**src/rtl/xferdata_ctl_pkg.sv**
```systemverilog
// Shared definitions for the xferdata flow-control sequencer: state encoding,
// width helper and headroom limit generator.
package xferdata_ctl_pkg;

    localparam logic [1:0] ST_IDLE  = 2'd0;
    localparam logic [1:0] ST_RUN   = 2'd1;
    localparam logic [1:0] ST_FLUSH = 2'd2;
    localparam logic [1:0] ST_DRAIN = 2'd3;

    function automatic int unsigned width_of(input int unsigned msb);
        return msb + 1;
    endfunction

    // Largest occupancy the buffer can hold without wrapping its signed count.
    function automatic int unsigned head_limit(input int unsigned amsb);
        return (32'd1 << (amsb + 1)) - 1;
    endfunction

endpackage

```
**src/rtl/xferdata_ctl_oreg.sv**
```systemverilog
// Downstream holding register for xferdata_ctl: one word with valid/ready,
// reloadable in the same cycle the current word is accepted.
module xferdata_ctl_oreg
    import xferdata_ctl_pkg::*;
#(
    parameter int TMSB = 31
) (
    input  logic          clk,
    input  logic          rstb,
    input  logic          load,
    input  logic [TMSB:0] d,
    output logic [TMSB:0] m_data,
    output logic          m_valid,
    input  logic          m_ready,
    output logic          free
);

    always_ff @(posedge clk) begin
        if (!rstb) begin
            m_data  <= '0;
            m_valid <= 1'b0;
        end else if (load) begin
            m_data  <= d;
            m_valid <= 1'b1;
        end else if (m_ready) begin
            m_valid <= 1'b0;
        end
    end

    assign free = ~m_valid | m_ready;

endmodule

```
**src/rtl/xferdata_ctl.sv**
```systemverilog
// Flow-control sequencer between a narrow producer and the xferdata width
// converter buffer, with a registered downstream port and padded flush.
module xferdata_ctl
    import xferdata_ctl_pkg::*;
#(
    parameter int   RMSB = 7,
    parameter int   TMSB = 31,
    parameter int   AMSB = 6,
    parameter logic PAD  = 1'b1
) (
    input  logic          clk,
    input  logic          rstb,
    input  logic [AMSB:0] cfg_rmsb,
    input  logic [AMSB:0] cfg_tmsb,
    input  logic          start,
    input  logic          flush,
    output logic          busy,
    input  logic [RMSB:0] s_data,
    input  logic          s_valid,
    output logic          s_ready,
    output logic [RMSB:0] rx,
    output logic          re,
    output logic [AMSB:0] rmsb,
    output logic          te,
    output logic [AMSB:0] tmsb,
    input  logic [AMSB+1:0] cnt,
    input  logic [TMSB:0] tx,
    output logic [TMSB:0] m_data,
    output logic          m_valid,
    input  logic          m_ready
);

    // Headroom arithmetic is two bits wider than the count so sums never wrap.
    localparam int W = AMSB + 3;
    localparam logic [W-1:0] LIMIT = W'(head_limit(AMSB));

    logic [1:0]    state_q;
    logic [1:0]    state_d;
    logic [AMSB:0] rmsb_q;
    logic [AMSB:0] tmsb_q;
    logic [W-1:0]  rwd;
    logic [W-1:0]  twd;
    logic [W-1:0]  cnt_pos;
    logic [W-1:0]  cnt_eff;
    logic          room;
    logic          pad_need;
    logic          free;
    logic          te_i;
    logic          re_i;
    logic          s_ready_i;
    logic [RMSB:0] rx_i;

    assign cnt_pos = cnt[AMSB+1] ? '0 : {2'b00, cnt[AMSB:0]};

    always_comb begin
        rwd       = W'(width_of(32'(rmsb_q)));
        twd       = W'(width_of(32'(tmsb_q)));
        te_i      = rstb & (state_q != ST_IDLE) & (cnt_pos >= twd) & free;
        cnt_eff   = te_i ? (cnt_pos - twd) : cnt_pos;
        room      = (cnt_eff + rwd) <= LIMIT;
        pad_need  = (cnt_pos != '0) & (cnt_pos < twd);
        s_ready_i = 1'b0;
        re_i      = 1'b0;
        rx_i      = s_data;
        state_d   = state_q;
        case (state_q)
            ST_IDLE: begin
                if (start) state_d = ST_RUN;
            end
            ST_RUN: begin
                s_ready_i = room;
                re_i      = s_valid & room;
                if (flush) state_d = ST_FLUSH;
            end
            // Pad a partial tail up to one full output word, then drain.
            ST_FLUSH: begin
                rx_i = {(RMSB+1){PAD}};
                if (pad_need) re_i = room;
                else          state_d = ST_DRAIN;
            end
            ST_DRAIN: begin
                if ((cnt_pos < twd) && !m_valid) state_d = ST_IDLE;
            end
            default: state_d = ST_IDLE;
        endcase
    end

    always_ff @(posedge clk) begin
        if (!rstb) begin
            state_q <= ST_IDLE;
            rmsb_q  <= '0;
            tmsb_q  <= '0;
        end else begin
            state_q <= state_d;
            if ((state_q == ST_IDLE) && start) begin
                rmsb_q <= cfg_rmsb;
                tmsb_q <= cfg_tmsb;
            end
        end
    end

    assign te      = te_i;
    assign re      = rstb & re_i;
    assign s_ready = rstb & s_ready_i;
    assign rx      = rx_i;
    assign rmsb    = rmsb_q;
    assign tmsb    = tmsb_q;
    assign busy    = (state_q != ST_IDLE);

    xferdata_ctl_oreg #(
        .TMSB(TMSB)
    ) u_oreg (
        .clk     (clk),
        .rstb    (rstb),
        .load    (te_i),
        .d       (tx),
        .m_data  (m_data),
        .m_valid (m_valid),
        .m_ready (m_ready),
        .free    (free)
    );

endmodule

```
**config.mk**
```make
export PLATFORM = sky130hd
export DESIGN_NAME = xferdata_ctl
export DESIGN_NICKNAME = d
export VERILOG_FILES = /design/src/rtl/xferdata_ctl_pkg.sv /design/src/rtl/xferdata_ctl_oreg.sv /design/src/rtl/xferdata_ctl.sv
export SDC_FILE = /design/constraint.sdc
export NUM_CORES = 1
export LEC_CHECK = 0
export CORE_MARGIN = 5
export CORE_UTILIZATION = 25
export CTS_CLUSTER_SIZE = 40
export DETAILED_ROUTE_END_ITERATION = 16
export GPL_TIMING_DRIVEN = 0
export SETUP_SLACK_MARGIN = 0.5
export SLEW_MARGIN = 15
export SYNTH_ARGS = -nofsm -noshare
export SYNTH_HDL_FRONTEND = slang
export SYNTH_HIERARCHICAL = 1
export SYNTH_SLANG_ARGS = --single-unit
```
**constraint.sdc**
```tcl
create_clock -name clk -period 8.2 [get_ports clk]
set_clock_uncertainty 0.2 [all_clocks]
set_input_delay 2.46 -clock clk [delete_from_list [all_inputs] [get_ports clk]]
set_output_delay 2.46 -clock clk [all_outputs]
set_load 0.1 [all_outputs]
```
# == Yosys cells after proc, flatten, opt, wreduce, memory -nomap -nowiden ==
# Cells that the tools add are included.
# W data, S select, Z words.
# totals
word_cells,49
regBits,49
out_inout_bits,59
input_bits,68
# op_classes
n_eq_ne,7
order_cmp,3
reduce_logical,8
n_bitwise,9
muxes,13
n_addsub,4
# ops
operator,count
$add A7 B1 Y8 const B,2
$add A9 B8 Y9,1
$le A9 B7 Y1 const B,1
$mux W9,1
$reduce_bool A9 Y1,1
$sub A7 B8 Y9,1
$ge A7 B8 Y1,1
$lt A7 B8 Y1,1
$mux W2,4
$mux W8,1
$ne A2 B2 Y1 const B,4
$pmux W2 S4,1
$and A1 B1 Y1,7
$mux W7,1
$eq A2 B2 Y1 const B,2
$mux W1,4
$reduce_and A4 Y1,1
$reduce_bool A2 Y1,2
$eq A2 B1 Y1 const B,1
$logic_and A1 B1 Y1,2
$logic_not A2 Y1,1
$pmux W1 S2,1
$logic_not A1 Y1,1
$not A1 Y1,1
$or A1 B1 Y1,1

# == Logic depth before layout (Yosys ltp) ==
# Gate-level depths: netlist of run 1.
# depth
word_depth,10
ltp_mapped,18

# == By module ==
# The synthesis of run 1 kept the hierarchy.
# modules_own_cells
mod,seq_area_each_um2,cells_per_inst,n_inst,area_each_um2
xferdata_ctl,320.3,201,1,1646.6
xferdata_ctl_oreg,660.6,107,1,1281.2

# == Worst setup path before layout of run 1 ==
# OpenSTA, ideal clock, no wires.
# synth_path
kind,in2out
from,in cnt[1]
to,out s_ready
t_arrival_ns,8.022
path_slack_ns,-2.482
cell_stages,16
cell_sequence,nor2b_1 > ha_1 > or2b_1 > a21o_1 > o2bb2ai_2 > o21ai_2 > mux2_2 > ha_1 > inv_1 > fa_1 > a211oi_1 > o21ai_0 > a21oi_1 > nand2b_1 > a21oi_1 > nor3_1
# synth_between
elab_chain_cells,9
elab_cells_between_ends,10
# synth_lines
element,line,source
start: declaration,xferdata_ctl.sv:26,"input logic [AMSB+1:0] cnt,"
$mux W7,xferdata_ctl.sv:53,"assign cnt_pos = cnt[AMSB+1] ? '0 : {2'b00, cnt[AMSB:0]};"
$ge A7 B8 Y1,xferdata_ctl.sv:58,te_i = rstb & (state_q != ST_IDLE) & (cnt_pos >= twd) & free;
$and A1 B1 Y1 (2 in series),xferdata_ctl.sv:58,
via te,xferdata_ctl.sv:24,"output logic te,"
$mux W9,xferdata_ctl.sv:59,cnt_eff = te_i ? (cnt_pos - twd) : cnt_pos;
$add A9 B8 Y9,xferdata_ctl.sv:60,room = (cnt_eff + rwd) <= LIMIT;
$le A9 B7 Y1,xferdata_ctl.sv:60,
$mux W1,xferdata_ctl.sv:66,case (state_q)
$and A1 B1 Y1,xferdata_ctl.sv:104,assign s_ready = rstb & s_ready_i;
end: declaration,xferdata_ctl.sv:20,"output logic s_ready,"
# The timed path passes the listed nets, and every way through them passes these cells.

# == Worst setup path in the final report of run 1 ==
# layout_path
from,in cnt[4]
to,out re
# layout_between
elab_chain_cells,10
elab_cells_between_ends,15
# layout_lines
element,line,source
$mux W7 (*),xferdata_ctl.sv:53,
$ge A7 B8 Y1,xferdata_ctl.sv:58,
$and A1 B1 Y1 (2 in series),xferdata_ctl.sv:58,
$mux W9,xferdata_ctl.sv:59,
$add A9 B8 Y9,xferdata_ctl.sv:60,
$le A9 B7 Y1,xferdata_ctl.sv:60,
$mux W1 / $and A1 B1 Y1 (equally long branches),"xferdata_ctl.sv:78, xferdata_ctl.sv:72",
$pmux W1 S2 (*),xferdata_ctl.sv:66,
$and A1 B1 Y1 (*),xferdata_ctl.sv:103,assign re = rstb & re_i;
end: declaration,xferdata_ctl.sv:22,"output logic re,"
# Mark *: on every way between the ends. The rest lies on a longest branch, timed or not.

==> metrics.md, run 1 <==
| Metric | Value |
|---|---|
| Post-Place Worst Slack | -2090 ps |
| Vias in the first global route | 2,884 |
| Fill count | 1,103 |
| Peak VDD IR | about 0.2 mV |
| Row count | 39 |
| Adder-cell share of the synthesized area | about a tenth |
| Static Leak | 1.86 nW |
| Crit-path max FO | 8 |
| Endpoint, Worst Hold | rmsb[3] |
| Number of synthesized flops with an enable pin | 0 |
| Synth Register Bits | between 40 and 50 |
| Die width | ~120 um |
| Die Ht | between 100 and 150 um |
| Iteration count of the initial detailed-routing pass | 5 |
| Clock sinks | 49 |
| Layout cell share with drive strength beyond 1 | around 22% |
| Final Cycle Share | 103% |
| CORE AREA | approximately 11,000 um^2 |
| Clk slew on worst S/H paths | ~70 ps |
| Hold Path Class | flip-flop to flip-flop |
| Largest net degree at the start of global routing | 18 |
| Final WS setup | -233 ps |
| Final Hold Fails | 0 |
| GP Congestion | roughly 0.80 |
| H-tree Lvls | 2 |
| Asr flop ratio synth | 0% |
| Final Setup Violations | 2 |
| Largest family of logic cells by synthesized area | simple AND/OR/NAND/NOR gates |
| Yosys top cell area share | between 30% and 40% |
| Unique masters post-synth | 52 |
| Main synth FF type | dfxtp_1 |
| Critical path class | primary input to primary output |
| Pwr Density | between 200 and 300 nW/um^2 |
| YS warnings | 6 |
| Die area | around 14,000 um^2 |
| Hold Buf Count CTS | 0 |
| Worst Reg2Reg Path Length in Cells | 14 |
| Mux cell area share after synthesis | approximately 14% |
| Cell taking the most area after synthesis | dfxtp_1 |
| Initial antenna violation count | 0 |
| Routed vias | approximately 2,700 |
| DRT antenna net count | 0 |
| Storage element area | between 900 and 1000 um^2 |
| DRC | 0 |
| Clock root cell | clkbuf_16 |
| Worst slew margin | between 30 and 40% |
| Post-DP HPWL | between 7000 and 8000 um |
| Post-synth top cells | dfxtp_1 (49), nor2b_1 (40), mux2i_1 (35) |
| Clock Latency Late Sink | between 200 and 300 ps |
| R2R Setup Slk | slightly above 5000 ps |
| Mean Syn Cell Area | 9.51 um^2 |
| Most common cell in the netlist | dfxtp_1 |
| Area contributors post-synth | dfxtp_1 (34%), mux2i_1 (12%), nor2b_1 (8.5%), ha_1 (8.1%), nand2_1 (4.4%) |
| Worst Tran Pin Value | between 1000 and 1500 ps |
| Non-Filler Instances | 608 |
| CTS tree | done |
| Max frequency | 0.119 GHz |
| Worst reg2reg path startpoint | tmsb[0] |
| 1st-iter DRT viols | slightly above 90 |
| Multi-input gate area | approximately 2100 um^2 |
| Placed Cells | approximately 580 |
| Slew Viols, Final | 0 |
| Drt via density | ~4.4 |
| RSZ-0062 raised after global routing | true |
| Final wirelength | just over 9000 um |
| GRT Total Usage | 12.7% |
| Crit start category | primary input |
| Gr ovfl total | 0 |
| Post-synth net total | around 400 |
| Tmin final | 8430 ps |
| Violated checks | setup timing |
| Cells after Synth | between 300 and 400 |
| Starting density of the core | between 20 and 30% |
| Synth Area in Simple Gates | 21.8% |
| IO Pins | 127 |
| Worst r2r dst | u_oreg/m_data[9] |
| TritonCTS Buffers | 5 |
| Synthesized cell area | between 2000 and 3000 um^2 |
| CP Data Arrival Time | roughly 5800 ps |
| # diodes | 0 |
| WHS | roughly 300 ps |
| Max Buffers Root-to-Sink | 2 |
| Nature of the critical path endpoint | primary output |
| Post-Synth XOR/XNOR Area | 2.99% |
| Worst hold stages | 2 |
| Seq/Total Area, Yosys | 33.5% |
| Avg WL per Cell | about 15 um |
| I/O Buffers | around 130 |
| Hold path start | rmsb[3] |
| Fin nets | 553 |
| CP required | 5540 ps |
| Max-cap violations | 0 |
| Area Overhead vs Synth | 71.5% |
| Status | finished, violations left |
| First-pass GRT wire length | 14,800 um |
| Synth Area in Compound Gates | 13.0% |
-- critical path, cell delays in order --
cell,delay [ps]
clkdlybuf4s15_1,180
nor2b_4,140
ha_4,300
o211ai_1,110
a21o_4,220
o2bb2ai_4,150
o21ai_4,150
buf_12,150
mux2_4,190
ha_4,140
inv_2,40
fa_2,380
a211oi_2,210
o21ai_2,80
a21oi_1,160
nand2b_4,150
a21oi_4,70
nor4b_4,230
buf_6,260
-- through the flow --
step / cell area (um^2) / util [%] / setup TNS (ps) / power, mW
floorplan: 3020 / - / -1820 / 0.953
global placement: 4460 / 38.9 / -4220 / 1.14
detailed placement: 4460 / 38.9 / -4370 / 1.15
CTS: 4960 / 43.3 / -550 / 1.43
global route: 5020 / 43.8 / -677 / 1.50
finish: 5020 / 43.8 / -425 / 1.43
-- layer usage --
metal | global-route usage [%] | part of all wire [%] | vias to the layer above
met2 | 23.3 | 52 | 74
met4 | 3.15 | 0.83 | 0
met3 | 3.01 | 5.7 | 4
met5 | 0 | 0 | -
met1 | 14.8 | 42 | 1259
li1 | - | - | 1365
-- cell type report --
| class | instances | area share (%) |
|---|---|---|
| plain buffers | 11 | 1.97 |
| well taps | 143 | 3.56 |
| flip-flops and latches | 49 | 19.5 |
| multi-input cells | 236 | 41.9 |
| inverters | 12 | 0.897 |
| clock buffers | 5 | 2.49 |
| clock inverters | 3 | 0.523 |
| repair buffers | 149 | 29.1 |
-- worst max-delay path by stage --
stage           start  endpoint  depth (start not counted)
6_report       cnt[4]        re                         19
5_1_grt        cnt[1]        re                         19
4_1_cts        cnt[1]        re                         19
3_5_place_dp   cnt[7]        re                         16
3_3_place_gp   cnt[7]        re                         16
2_1_floorplan  cnt[1]        re                         16
-- cells in the final DEF (no fill, tap or decap), types with 2 or more instances in the layout --
master | Yosys | final
or2_2 | 9 | 9
clkdlybuf4s15_1 | 0 | 2
nand3_1 | 5 | 5
dfxtp_1 | 49 | 49
xor2_1 | 5 | 5
clkbuf_1 | 6 | 6
ha_1 | 19 | 11
nand2b_4 | 0 | 2
buf_2 | 1 | 3
and3_1 | 2 | 2
nand2_1 | 34 | 34
o211ai_1 | 2 | 2
buf_12 | 3 | 6
nor2_1 | 4 | 4
xnor2_1 | 5 | 5
o21ai_0 | 6 | 4
or2b_1 | 2 | 2
buf_4 | 0 | 21
dlygate4sd2_1 | 0 | 3
a21o_4 | 0 | 2
nand2b_1 | 4 | 2
a21oi_4 | 0 | 2
nor3_1 | 3 | 2
o21ai_4 | 0 | 2
buf_6 | 1 | 3
mux2i_1 | 35 | 34
a21boi_0 | 15 | 15
clkbuf_16 | 0 | 5
nor2b_1 | 40 | 34
clkdlybuf4s50_1 | 0 | 114
a21oi_1 | 8 | 6
inv_1 | 12 | 11
nor2b_4 | 1 | 7
mux2_2 | 6 | 5
ha_4 | 0 | 8
clkinvlp_4 | 0 | 2
a211oi_2 | 1 | 2
o21a_1 | 2 | 2
-- kinds of logic after synthesis --
logic type,Yosys count
compound gates,51
mux,41
fa+ha+maj,21
simple gates,113
flops,49
xor+xnor,10
buf+inv,23
-- timing repair --
| action | CTS | global route |
|---|---|---|
| endpoints found under the setup margin | 3 | 2 |
| resized for setup | 74 | 6 |
| pin swaps | 20 | 3 |
| setup buffers | 20 | 3 |
-- power by group --
part	internal, mW	switching, mW	leakage, nW	total (mW)
clock network	0.115	0.100	0.0680	0.215
logic	0.314	0.591	1.40	0.904
registers	0.276	0.0331	0.399	0.309
total	0.705	0.724	1.86	1.43
-- state kept, by name, summed over array words and instances, names as in the netlist --
signal	cells
u_oreg/m_valid	1
rmsb	7
u_oreg/m_data	32
tmsb	7
state_q	2
Power figures use the tool's default switching activity.
==> inputs of run 2 (changes only) <==
- CORE_UTILIZATION: 25 -> 26
- clock period: 8.2 -> 7.9 ns (I/O delays scaled with it)
==> run 2 against run 1 <==
  * The run still ends with setup timing left
  * Register-to-register slack got worse by 390 ps
  * Power grew 5.3%
  * Routed wire length increased by 1.4%
==> metrics.md, run 2 (same netlist as run 1, synthesis figures left out) <==
| Metric | Value |
|---|---|
| GRT Total Usage | 13.6% (was 12.7%) |
| CP Data Arrival Time | 5740 ps (was 5770 ps) |
| Slew Viols, Final | 0 (unchanged) |
| Violated checks | setup timing (unchanged) |
| Highest-count cells in the layout ignoring fill and taps | clkdlybuf4s50_1 (114), dfxtp_1 (49), nand2_1 (34), nor2b_1 (34), mux2i_1 (34) (unchanged) |
| Final Setup Violations | 2 (unchanged) |
| IO Pins | 127 (unchanged) |
| Largest net degree at the start of global routing | 18 (unchanged) |
| CTS tree | done (unchanged) |
| Final Cycle Share | 105% |
| Seq pwr share | 21.5% (was 21.6%) |
| Post-DP HPWL | 6960 um (was 7050 um) |
| Vias in the first global route | 2,890 (was 2,884) |
| Fill count | 1,039 (was 1,103) |
| Most common cell after layout, fill and taps aside | clkdlybuf4s50_1 (unchanged) |
| TritonCTS Buffers | 5 (unchanged) |
| Static Leak | 1.85 nW (was 1.86 nW) |
| First-pass GRT wire length | 14,600 um (was 14,800 um) |
| Net Sw Power | 0.759 mW (was 0.724 mW) |
| Drt via density | 4.48 (was 4.44) |
| Peak VDD IR | 0.257 mV (was 0.202 mV) |
| Largest register FFs | 32 (unchanged) |
| Die width | 116 um (was 118 um) |
| DRC | 0 (unchanged) |
| GP Congestion | 0.826 (was 0.801) |
| Setup TNS | -773 ps (was -425 ps) |
| Die area | 13,500 um^2 (was 14,000 um^2) |
| Worst Tran Pin Value | 1000 ps (was 1010 ps) |
| DRT antenna net count | 0 (unchanged) |
| Final Hold Fails | 0 (unchanged) |
| WHS | 316 ps (was 297 ps) |
| Critical path class | primary input to primary output (unchanged) |
| CP required | 5330 ps (was 5540 ps) |
| Nature of the critical path endpoint | primary output (unchanged) |
| H-tree Lvls | 2 (unchanged) |
| Max frequency | around 0.12 GHz |
| Clk slew on worst S/H paths | 70 ps (about the same) |
| Gr ovfl total | 0 (unchanged) |
| Max-cap violations | 0 (unchanged) |
| Crit start category | primary input (unchanged) |
| Layout cell share with drive strength beyond 1 | 22.4% (was 21.5%) |
| Largest reg by FF count | u_oreg/m_data (unchanged) |
| Starting density of the core | 26.8% (was 25.5%) |
| Status | finished, violations left (unchanged) |
| Non-Filler Instances | 604 (was 608) |
| Row count | 38 (was 39) |
| Hold Path Class | flip-flop to flip-flop (unchanged) |
| Internal power | 0.745 mW (was 0.705 mW) |
| Fin nets | 552 (was 553) |
| Worst slew margin | 32.9% (was 32.4%) |
| Logic pwr share | 63.7% (was 63.3%) |
| Tmin final | 8310 ps |
| Die Ht | 116 um (was 118 um) |
| Clock Latency Late Sink | 290 ps (about the same) |
| Pwr Density | 297 nW/um^2 (was 284 nW/um^2) |
| Crit-path max FO | 3 (was 8) |
| Routed vias | 2,704 (was 2,702) |
| Clock root cell | clkbuf_16 (unchanged) |
| Initial antenna violation count | 0 (unchanged) |
| # diodes | 0 (unchanged) |
| Iteration count of the initial detailed-routing pass | 4 (was 5) |
| 1st-iter DRT viols | 73 (was 91) |
| Hold Buf Count CTS | 0 (unchanged) |
| Placed Cells | 574 (was 577) |
| Area Overhead vs Synth | 72.9% (was 71.5%) |
| CORE AREA | 10,900 um^2 (was 11,500 um^2) |
| RSZ-0062 raised after global routing | true (unchanged) |
| Clock sinks | 49 (unchanged) |
| Avg WL per Cell | 15.2 um (was 14.9 um) |
| Multi-input gate area | 2140 um^2 (was 2100 um^2) |
| Max Buffers Root-to-Sink | 2 (unchanged) |
| Storage element area | 981 um^2 (unchanged) |
| Final WS setup | -409 ps (was -233 ps) |
| Clk network pwr share | 14.9% (was 15.1%) |
| Sw frac | 50.5% (was 50.7%) |
| Layout Utilization | 46.3% (was 43.8%) |
| Final wirelength | 9180 um (was 9050 um) |
| I/O Buffers | 126 (unchanged) |
run 2: path summary, 6_finish.rpt:
check,startpoint,endpoint,slack (ps),depth (start not counted)
min,u_oreg/m_data[1],u_oreg/m_data[1],320,2
min reg2reg,u_oreg/m_data[1],u_oreg/m_data[1],320,2
max,cnt[1],re,-410,18
max reg2reg,tmsb[2],u_oreg/m_data[18],4690,15
run 2: cell type report:
| class | count | area share (%) |
|---|---|---|
| multi-input combinational | 236 | 42.4 |
| timing repair buffer | 148 | 28.9 |
| sequential | 49 | 19.4 |
| tap | 140 | 3.46 |
| clock buffer | 5 | 2.47 |
| buffer | 11 | 1.95 |
| inverter | 12 | 0.890 |
| clock inverter | 3 | 0.519 |
run 2: per-layer routing:
| layer | vias up | GRT usage [%] | share of wire, % |
|---|---|---|---|
| met5 | - | 0 | 0 |
| met4 | 0 | 4.25 | 1.9 |
| met3 | 15 | 2.59 | 5.2 |
| met2 | 79 | 24.1 | 51 |
| met1 | 1246 | 16.7 | 42 |
| li1 | 1364 | - | - |
run 2: per-stage QoR:
stage	total power [mW]	cell area, um^2	setup slack [ps]
finish	1.50	5060	-409
global route	1.58	5060	-543
CTS	1.49	4970	-473
detailed placement	1.19	4450	-2130
global placement	1.19	4450	-2130
floorplan	0.989	3020	-1180
run 2: power groups by stage:
stage / combinational, mW / sequential, mW / clock, mW
after detailed placement: 0.868 / 0.326 / 0
after global placement: 0.863 / 0.325 / 0
after global routing: 1.01 / 0.329 / 0.239
after CTS: 0.939 / 0.321 / 0.232
final: 0.958 / 0.323 / 0.223
after floorplan: 0.424 / 0.565 / 0
run 2: worst max-delay path, cell delays in order:
cell and delay [ps]:
buf_6 90, nor2b_4 130, ha_4 260, or2b_1 240
a21o_1 220, o2bb2ai_4 150, o21ai_4 170, buf_12 130
buf_4 110, mux2_2 370, ha_4 280, o21a_1 140
o21ai_2 70, a31oi_2 200, o211a_1 210, a21oi_4 80
nor4b_4 270, buf_6 260
run 2: what timing repair did:
action / CTS / global route
pin swaps: 21 / 21
gates resized for setup: 72 / 15
buffers inserted: 19 / 3
endpoints found under the hold margin: 0 / 0
endpoints found under the setup margin: 3 / 3
